File: src/rtl/qam16_demap_decode_if.sv
// Symbol-sample input and decoded-code output bundle for qam16_demap_decode.
// master drives samples and clr; slave is the decoder.
interface qam16_demap_decode_if #(
    parameter int W = 3
);
    logic                din_valid;
    logic signed [W-1:0] di;
    logic signed [W-1:0] dq;
    logic                clr;
    logic [3:0]          dout;
    logic                dout_valid;

    modport master (output din_valid, di, dq, clr, input dout, dout_valid);
    modport slave  (input din_valid, di, dq, clr, output dout, dout_valid);
endinterface

File: src/rtl/qam16_demap_decode.sv
// Purpose: 16QAM slicer + differential quadrant decoder, recovers {d3,d2,b1,b0}; QAM_SYMCNT_EN adds sym_cnt.
// Latency: 2 clk from din_valid to dout_valid, one symbol per clk.
// Backpressure: none, strobe in / strobe out; clr discards the symbol in stage 1.
module qam16_demap_decode #(
    parameter int W   = 3,
    parameter int THR = 2
) (
    input  logic                 clk,
    input  logic                 rst,
    qam16_demap_decode_if.slave  bus
`ifdef QAM_SYMCNT_EN
    ,
    output logic [15:0]          sym_cnt
`endif
);

    localparam logic signed [W:0] THR_X = (W+1)'(THR);

    // One extra bit so -2^(W-1) has a representable magnitude and slices as outer.
    logic signed [W:0] di_x, dq_x, di_mag, dq_mag;
    logic              c_s, d_s, is_s, qs_s, b1_s, b0_s;

    assign di_x   = {bus.di[W-1], bus.di};
    assign dq_x   = {bus.dq[W-1], bus.dq};
    assign di_mag = di_x[W] ? -di_x : di_x;
    assign dq_mag = dq_x[W] ? -dq_x : dq_x;
    assign is_s   = (di_mag < THR_X);
    assign qs_s   = (dq_mag < THR_X);
    assign c_s    = bus.dq[W-1];
    assign d_s    = bus.di[W-1];
    assign b1_s   = (c_s == d_s) ? qs_s : is_s;
    assign b0_s   = (c_s == d_s) ? is_s : qs_s;

    logic       v1, c1, d1;
    logic [1:0] amp1;

    always_ff @(posedge clk or negedge rst) begin
        if (!rst) begin
            v1   <= 1'b0;
            c1   <= 1'b0;
            d1   <= 1'b0;
            amp1 <= 2'b00;
        end else begin
            v1 <= bus.din_valid;
            if (bus.din_valid) begin
                c1   <= c_s;
                d1   <= d_s;
                amp1 <= {b1_s, b0_s};
            end
        end
    end

    logic [1:0] pref;
    logic [1:0] d32;

    always_comb begin
        d32 = 2'b00;
        case ({pref, c1, d1})
            4'b00_00: d32 = 2'b00;
            4'b00_01: d32 = 2'b01;
            4'b00_10: d32 = 2'b10;
            4'b00_11: d32 = 2'b11;
            4'b01_00: d32 = 2'b01;
            4'b01_01: d32 = 2'b11;
            4'b01_10: d32 = 2'b00;
            4'b01_11: d32 = 2'b10;
            4'b10_00: d32 = 2'b10;
            4'b10_01: d32 = 2'b00;
            4'b10_10: d32 = 2'b11;
            4'b10_11: d32 = 2'b01;
            4'b11_00: d32 = 2'b11;
            4'b11_01: d32 = 2'b10;
            4'b11_10: d32 = 2'b01;
            4'b11_11: d32 = 2'b00;
            default:  d32 = 2'b00;
        endcase
    end

    logic [3:0] dout_r;
    logic       dout_valid_r;

    // clr suppresses whatever sits in stage 1; a sample captured alongside clr decodes next cycle against 00.
    always_ff @(posedge clk or negedge rst) begin
        if (!rst) begin
            pref         <= 2'b00;
            dout_r       <= 4'b0000;
            dout_valid_r <= 1'b0;
        end else if (bus.clr) begin
            pref         <= 2'b00;
            dout_valid_r <= 1'b0;
        end else if (v1) begin
            dout_r       <= {d32, amp1};
            pref         <= {c1, d1};
            dout_valid_r <= 1'b1;
        end else begin
            dout_valid_r <= 1'b0;
        end
    end

    assign bus.dout       = dout_r;
    assign bus.dout_valid = dout_valid_r;

`ifdef QAM_SYMCNT_EN
    logic [15:0] cnt;

    always_ff @(posedge clk or negedge rst) begin
        if (!rst) begin
            cnt <= 16'h0000;
        end else if (bus.clr) begin
            cnt <= 16'h0000;
        end else if (dout_valid_r && (cnt != 16'hFFFF)) begin
            cnt <= cnt + 16'd1;
        end
    end

    assign sym_cnt = cnt;
`endif

endmodule

File: src/flat_wrapper.sv
// flat-port wrapper written by rule: the top's interface ports become plain ports
module qam16_demap_decode_flat 
#(
    parameter int W   = 3,
    parameter int THR = 2
)
  (clk, rst, bus_din_valid, bus_di, bus_dq, bus_clr, bus_dout, bus_dout_valid);
  qam16_demap_decode_if #(.W(W)) bus_i ();
  input  logic clk;
  input  logic rst;
  input wire logic [$bits(bus_i.din_valid)-1:0] bus_din_valid;
  input wire logic [$bits(bus_i.di)-1:0] bus_di;
  input wire logic [$bits(bus_i.dq)-1:0] bus_dq;
  input wire logic [$bits(bus_i.clr)-1:0] bus_clr;
  output wire logic [$bits(bus_i.dout)-1:0] bus_dout;
  output wire logic [$bits(bus_i.dout_valid)-1:0] bus_dout_valid;
  assign bus_i.din_valid = bus_din_valid;
  assign bus_i.di = bus_di;
  assign bus_i.dq = bus_dq;
  assign bus_i.clr = bus_clr;
  assign bus_dout = bus_i.dout;
  assign bus_dout_valid = bus_i.dout_valid;
  qam16_demap_decode #(.W(W), .THR(THR)) u_core (.clk(clk), .rst(rst), .bus(bus_i));
endmodule
File: config.mk
export PLATFORM = sky130hd
export DESIGN_NAME = qam16_demap_decode_flat
export DESIGN_NICKNAME = d
export VERILOG_FILES = /design/src/rtl/qam16_demap_decode_if.sv /design/src/rtl/qam16_demap_decode.sv /design/src/flat_wrapper.sv
export SDC_FILE = /design/constraint.sdc
export NUM_CORES = 1
export LEC_CHECK = 0
export ABC_AREA = 1
export BUFFER_PORTS_ARGS = -buffer_cell sky130_fd_sc_hd__buf_2
export CORE_ASPECT_RATIO = 0.9
export CORE_MARGIN = 8
export CORE_UTILIZATION = 30
export CTS_CLUSTER_DIAMETER = 50
export DETAILED_ROUTE_END_ITERATION = 10
export SLEW_MARGIN = 20
export SYNTH_ARGS = -nofsm -noshare
export SYNTH_HDL_FRONTEND = slang
export SYNTH_SLANG_ARGS = --single-unit
File: constraint.sdc
create_clock -name clk -period 1.66 [get_ports clk]
set_clock_uncertainty 0.05 [all_clocks]
set_input_delay 0.166 -clock clk [delete_from_list [all_inputs] [get_ports clk]]
set_output_delay 0.166 -clock clk [all_outputs]
set_load 0.02 [all_outputs]
== Word level (Yosys, flattened, before mapping) ==
Memory sizes are Yosys's and may differ from the RTL's. A register that Yosys moved wholly into a read port is not among the register bits.
Index checks and enable logic that the tools add are counted.
Word-level totals
  bits in read-only memories: 32
  bits in registers: 12
  bits of input ports: 10
  output and inout bits: 5
  memories kept: 1
Memory list
  (name not given): depth 16, width 2, rd ports 1, clocked after memory_dff 1, wr ports 0, RTL line qam16_demap_decode.sv:58  | case ({pref, c1, d1})
Operators by class
  add/sub/neg operators: 2
  eq/ne operators: 1
  reductions and logical operators: 3
  order comparisons: 2
  multiplexer cells: 8
  bitwise operators: 1
Operator list (count)
  $lt A4 B3 Y1 const B: 2
  $mux W4: 2
  $neg A3 Y4: 2
  $mux W1: 4
  $mux W2: 2
  $reduce_and A2 Y1: 1
  $reduce_bool A2 Y1: 1
  $eq A1 B1 Y1: 1
  $logic_not A1 Y1: 1
  $not A1 Y1: 1

== Longest topological paths before layout ==
Gate-level depths: netlist of the first run.
  word-level depth: 4
  gate-level depth with buffers: 7
  depth with buffers taken out: 7

== Least setup slack after synthesis of the first run ==
OpenSTA, ideal clock, no wires.
  path kind: in2reg
  start: in bus_dq[0]
  end: reg u_core.amp1[0]
  stages on the path: 7
  slack: 748 ps
  required time: 1545 ps
  arrival: 797 ps
  buffers on the path: 0
  cells stage by stage: inv_1 ha_1 nor2_1 nand2_1 nand3_1 nand3_1 nand2_1
On the way
  cells in the longest elaborated chain, start to end: 4
Ends and longest elaborated chain
  start: declaration: RTL line flat_wrapper.sv:13  | input wire logic [$bits(bus_i.dq)-1:0] bus_dq;
  $neg A3 Y4: RTL line qam16_demap_decode.sv:26  | assign dq_mag = dq_x[W] ? -dq_x : dq_x;
  $mux W4 *: RTL line qam16_demap_decode.sv:26
  $lt A4 B3 Y1 *: RTL line qam16_demap_decode.sv:28  | assign qs_s = (dq_mag < THR_X);
  $mux W1 *: RTL line qam16_demap_decode.sv:32  | assign b0_s = (c_s == d_s) ? is_s : qs_s;
  end signal: assignment: RTL line qam16_demap_decode.sv:48  | amp1 <= {b1_s, b0_s};
  end: declaration: RTL line qam16_demap_decode.sv:35  | logic [1:0] amp1;
Mark *: on every way between the ends. The rest lies on a longest branch, timed or not.
A chain may end at the register's enable or synchronous reset.

== Worst setup path in the final report of the first run ==
  start: reg u_core.dout_r[3], in the netlist u_core.bus.dout[3]
  end: out bus_dout[3]
RTL lines
  start: declaration: RTL line qam16_demap_decode.sv:79  | logic [3:0] dout_r;
  end: declaration: RTL line flat_wrapper.sv:15  | output wire logic [$bits(bus_i.dout)-1:0] bus_dout;
No word-level cell between the ends.

==> results.toml, run 1 <==
[sta]
hold_viol = 0
min_period_over_period_pct = 62.22
relSlewSlack_pct = 82.23
slew_viol_final = 0
fin_crit_ns = 1.033
setup_violations = 0
worstMarginPinSlew_ns = 0.2665
rsz0062_at_grt = "no"
fmax_ghz = 0.9682
finalSetupTns_ns = 0

[yosys]
synth.avg_cell_area_um2 = 7.634
syn_area_um2 = 603.1
synth.top_cell.area_share_pct = 49.79
synth_seq_cells = 12
yosys.area.top_type = "dfrtp_1"
syn_inst = 79
synth_seq_area_share_pct = 49.79
ys_warn_count = 0
synth.distinct_cells = 12
synth.area.top_cells = "dfrtp_1 50%, nand2_1 21%, nand3_1 8.3%, inv_1 6.2%, ha_1 4.1%"
synth_nets = 91

[place]
dp_hpwl_um = 972.2
place_congestion = 0.7877
io_buffers = 14

[critical_path]
critPathRequiredTime_ns = 1.44
slowest_delay_ns = 0.39
worstPathMaxFanout = 2
path_cells = "buf_2"
crit_arrival_ns = 0.82
worst_path_dominant_cell_family = "flip-flops"
cp-end-kind = "output port"
critPathSlowestCell = "dfrtp_1"
start_kind = "register"
path_buf_inv = 1
setup.worst_path.class = "register to output port"

[floorplanning]
ioPinCount = 15
dieArea_um2 = 3703
start_util_pct = 31.50
dieHeight_um = 58.54
core_um2 = 1914
die_w_um = 63.26
num_rows = 15

[power]
p_per_area_nw_per_um2 = 956.5
sequentialPowerShare_pct = 47.9
comb_power_share_pct = 20.3
clkPwrFrac_pct = 31.8
total_power_uw = 718.1
leakagePower_uw = 0.0004315
vdd_drop_max_mv = 0.3415
internal-power_uw = 512.5
p_sw_uw = 205.6
p_sw_share_pct = 28.64

[final_layout]
n_antenna_cell = 0
area_growth_pct = 24.48
mostFrequentLayoutCells = "33 x nand2_1, 14 x buf_2, 12 x dfrtp_1"
final_common_cell = "nand2_1"
multi_input_area_um2 = 254.0
layout-drive-gt1-share_pct = 22.45
fin_nets = 111
regArea_um2 = 300.3
n_fill_cell = 227

[clock_tree]
cts_tree = "built"
cts_resized = 0
htree_levels = 1
root_buffer = "clkbuf_4"
cts_buffer_depth = 2
cts_setup_buffers = 0
clk_latency_ns = 0.27
tritoncts.num_buffers = 3
cts.sinks = 12
clk_pin_slew_ns = 0.08

[route]
avgViaCountPerCell = 4.423
ant_nets = 0
drc = 0
vias = 544
routed_wirelength_um = 1185
first_pass_iters = 4
drt_iter0_drc = 3
wl_per_cell_um = 9.634

[min_path]
hold_path_class = "primary input to register"

[grt]
grt_pass1_wl_um = 2201
overflow = 0
antenna_found_initial = 0
grt_start_max_net_pins = 13
grtUsageTotal_pct = 7.421
grt_pass1_vias = 554

[outcome]
status = "finished clean"

[run]
maxCapViolations = 0
kinds of logic (layout without fill, tap and decap cells):
family,count (synthesis),count (layout),synth area share [%]
buf+inv,13,32,8.092
flops,12,12,49.79
simple gates,47,47,32.99
compound gates,5,5,4.979
fa+ha+maj,2,2,4.149
final cells by class:
type / count / share of cell area [%]
clock buffers: 4 / 4.833
well taps: 25 / 4.167
repair buffers: 15 / 10.67
flip-flops and latches: 12 / 40.00
inverters: 13 / 6.500
multi-input cells: 54 / 33.83
cells in the mapped netlist, drive strengths merged:
| master | number |
|---|---|
| inv | 13 |
| nand3 | 10 |
| ha | 2 |
| or2 | 1 |
| o21ai | 2 |
| o211ai | 1 |
| o22ai | 2 |
| nor2 | 3 |
| dfrtp | 12 |
| nand2 | 33 |
through the flow:
stage               hold WS (ns)  cell area, µm²  utilization (%)  worst slack (ns)  cells
floorplan                -0.1796           603.1                -            0.7477     79
global placement        0.003106           704.4            36.80            0.6013    118
detailed placement      0.009613           704.4            36.80            0.5689    118
CTS                      0.02497           750.7            39.22            0.6074    123
global route             0.03305           750.7            39.22            0.5583    123
finish                   0.03569           750.7            39.22            0.6271    123
routing by layer:
layer  share of wire, %  GRT usage [%]  vias to the layer above
met3                6.7          3.220                        2
met5                  0              0                        -
met2                 43          11.09                       14
met4               0.68          4.762                        0
li1                   -              -                      286
met1                 49          8.556                      242
state kept, by name, indices dropped and copies added, names as in the netlist:
register               flops
u_core.amp1                2
u_core.bus.dout            4
u_core.bus.dout_valid      1
u_core.c1                  1
u_core.d1                  1
u_core.pref                2
u_core.v1                  1
path summary, 6_finish.rpt:
check / startpoint / end / slack (ns) / cells after the start
worst min register to register: u_core.bus.dout[1] / u_core.bus.dout[1] / 0.43 / 2
worst min-delay path: bus_din_valid / u_core.v1 / 0.04 / 1
min in group asynchronous: rst / u_core.bus.dout[3] / 0.24 / 2
worst max register to register: u_core.pref[0] / u_core.bus.dout[2] / 0.67 / 6
worst max-delay path: u_core.bus.dout[3] / bus_dout[3] / 0.63 / 1
max in group asynchronous: rst / u_core.bus.dout[0] / 1.10 / 2
what timing repair did:
item,4_1_cts,5_1_grt
hold endpoints to repair,12,0
setup endpoints to repair,0,0
hold buffers,1,0
power by group through the flow:
stage / sequential, µW / clock (µW) / combinational, µW
floorplan: 371 / 0 / 69.1
finish: 344 / 228 / 146
global placement: 348 / 0 / 145
CTS: 344 / 237 / 150
global route: 349 / 245 / 172
detailed placement: 350 / 0 / 148
Power figures use the tool's default switching activity.
==> run 2: changes to the inputs <==
clock period = 1 ns   (was 1.66 ns; I/O delays follow)
==> run 2 against run 1 <==
- combinational power rose by 79%
- global-route usage did not move
- hold slack got worse by 0.050 ns
- design area rose by 3.3%
- critical endpoint is now bus_dout[0]
- total power rose by 69%
- clock power rose by 67%
- die area did not move
- flip-flop and latch count did not move
- critical path depth did not move
- highest routed layer unchanged
- core utilization rose by 1.3 points
- non-clock buffer count rose by 2
- the run now ends with negative hold slack left
- cell count rose by 1.6%
==> results.toml, run 2 (synthesis gave the netlist of run 1 again) <==
[outcome]
status = "finished with violations"
violations = "negative hold slack"

[critical_path]
start_kind = "register"
worst_path_dominant_cell_family = "flip-flops"
path_cells = "buf_2"
ff2ff_path_depth = 6
r2r_start = "u_core.pref[0]"
crit_path_start = "u_core.bus.dout[0]"
setup.worst_path.class = "register to output port"
crit_arrival_ns = 0.81
critPathRequiredTime_ns = 0.85
r2r_end = "u_core.bus.dout[2]"
slowest_delay_ns = 0.38
crit_path_end = "bus_dout[0]"
worstPathMaxFanout = 2
path_buf_inv = 1
crit_cells = 1
r2r_slack_ns = 0.08
cp-end-kind = "output port"
critPathSlowestCell = "dfrtp_1"

[clock_tree]
htree_levels = 1
cts_tree = "built"
cts_hold_buf = 2
clk_latency_ns = 0.27
cts.sinks = 12
root_buffer = "clkbuf_4"
clk_pin_slew_ns = 0.07
cts_buffer_depth = 2
tritoncts.num_buffers = 3

[final_layout]
regArea_um2 = 300.3
multi_input_area_um2 = 261.5
n_fill_cell = 227
layout-drive-gt1-share_pct = 27.00
area_growth_pct = 28.63
final_common_cell = "nand2_1"
stdcell_area_um2 = 775.7
mostFrequentLayoutCells = "32 x nand2_1, 14 x buf_2, 12 x dfrtp_1"
fin_nets = 113
largest_reg_flops = 4
fin_util_pct = 40.52
stdcell_count = 125
n_antenna_cell = 0

[floorplanning]
dieArea_um2 = 3703
core_um2 = 1914
num_rows = 15
ioPinCount = 15
start_util_pct = 31.50
dieHeight_um = 58.54
die_w_um = 63.26

[route]
drc = 0
top_layer = "met4"
vias = 554
wl_met1_um = 583
route.met3.wl_um = 79
routed_wirelength_um = 1222
first_pass_iters = 2
wl_met2_um = 551
ant_nets = 0
avgViaCountPerCell = 4.432
wl_per_cell_um = 9.776
drt_iter0_drc = 5

[place]
place_congestion = 0.7877
dp.cells = 118
placed_cell_area_um2 = 704.4
io_buffers = 14
dp_hpwl_um = 972.2

[grt]
antenna_found_initial = 0
overflow = 0
grt_pass1_wl_um = 2201
grt_start_max_net_pins = 13
grt_pass1_vias = 554
grtUsageTotal_pct = 7.421

[sta]
fmax_ghz = 1.038
finalSetupTns_ns = 0
min_period_over_period_pct = 96.34
hold_slack_ns = -0.01442
rsz0062_at_grt = "yes"
setup_violations = 0
relSlewSlack_pct = 82.65
slew_viol_final = 0
worstMarginPinSlew_ns = 0.2603
hold_viol = 1
fin_crit_ns = 0.9634

[power]
leakagePower_uw = 0.0004428
p_per_area_nw_per_um2 = 1564
vdd_drop_max_mv = 0.5667

[min_path]
hold_path_class = "primary input to register"
min_path_cells = 2

[run]
maxCapViolations = 0
## run 2: changes by cell type in the layout (fill, tap and decap cells not counted), sizes merged
| cell | previous run | this run |
|---|---|---|
| dlygate4sd3 | 1 | 2 |
| buf | 14 | 15 |
## run 2: area by class of cell
class	count	area share, %
flip-flops and latches	12	38.71
multi-input cells	54	33.71
repair buffers	17	12.58
inverters	13	6.290
clock buffers	4	4.677
well taps	25	4.032
## run 2: timing repair
| action | CTS | global route |
|---|---|---|
| buffers inserted | 0 | 1 |
| setup endpoints to repair | 0 | 3 |
| gates resized for setup | 0 | 4 |
| hold endpoints to repair | 14 | 1 |
## run 2: worst min-delay path by stage
| stage | endpoint | slack (ns) | start |
|---|---|---|---|
| floorplan | u_core.amp1[0] | -0.25 | rst |
| global placement | u_core.pref[1] | -0.06 | rst |
| detailed placement | u_core.bus.dout[3] | -0.06 | rst |
| CTS | u_core.bus.dout_valid | -0.02 | bus_clr |
| global route | u_core.bus.dout_valid | -0.02 | bus_clr |
| finish | u_core.bus.dout_valid | -0.01 | bus_clr |
## run 2: where the power goes
part	switching, µW	internal (µW)
clock network	159	221
logic	160	103
registers	30.6	541
## run 2: metrics by stage
stage / power (µW) / worst slack [ns] / hold WS, ns
floorplan: 730.4 / 0.1053 / -0.2456
global placement: 819.4 / 0.007333 / -0.06289
detailed placement: 826.0 / -0.02512 / -0.05639
CTS: 1217 / 0.01260 / -0.02177
global route: 1293 / -0.03082 / -0.01726
finish: 1213 / 0.03663 / -0.01442
## run 2: metal layers
| metal | track usage, % | vias up |
|---|---|---|
| met3 | 3.220 | 2 |
| met2 | 11.09 | 14 |
| met5 | 0 | - |
| met4 | 4.762 | 0 |
| met1 | 8.556 | 250 |
| li1 | - | 288 |
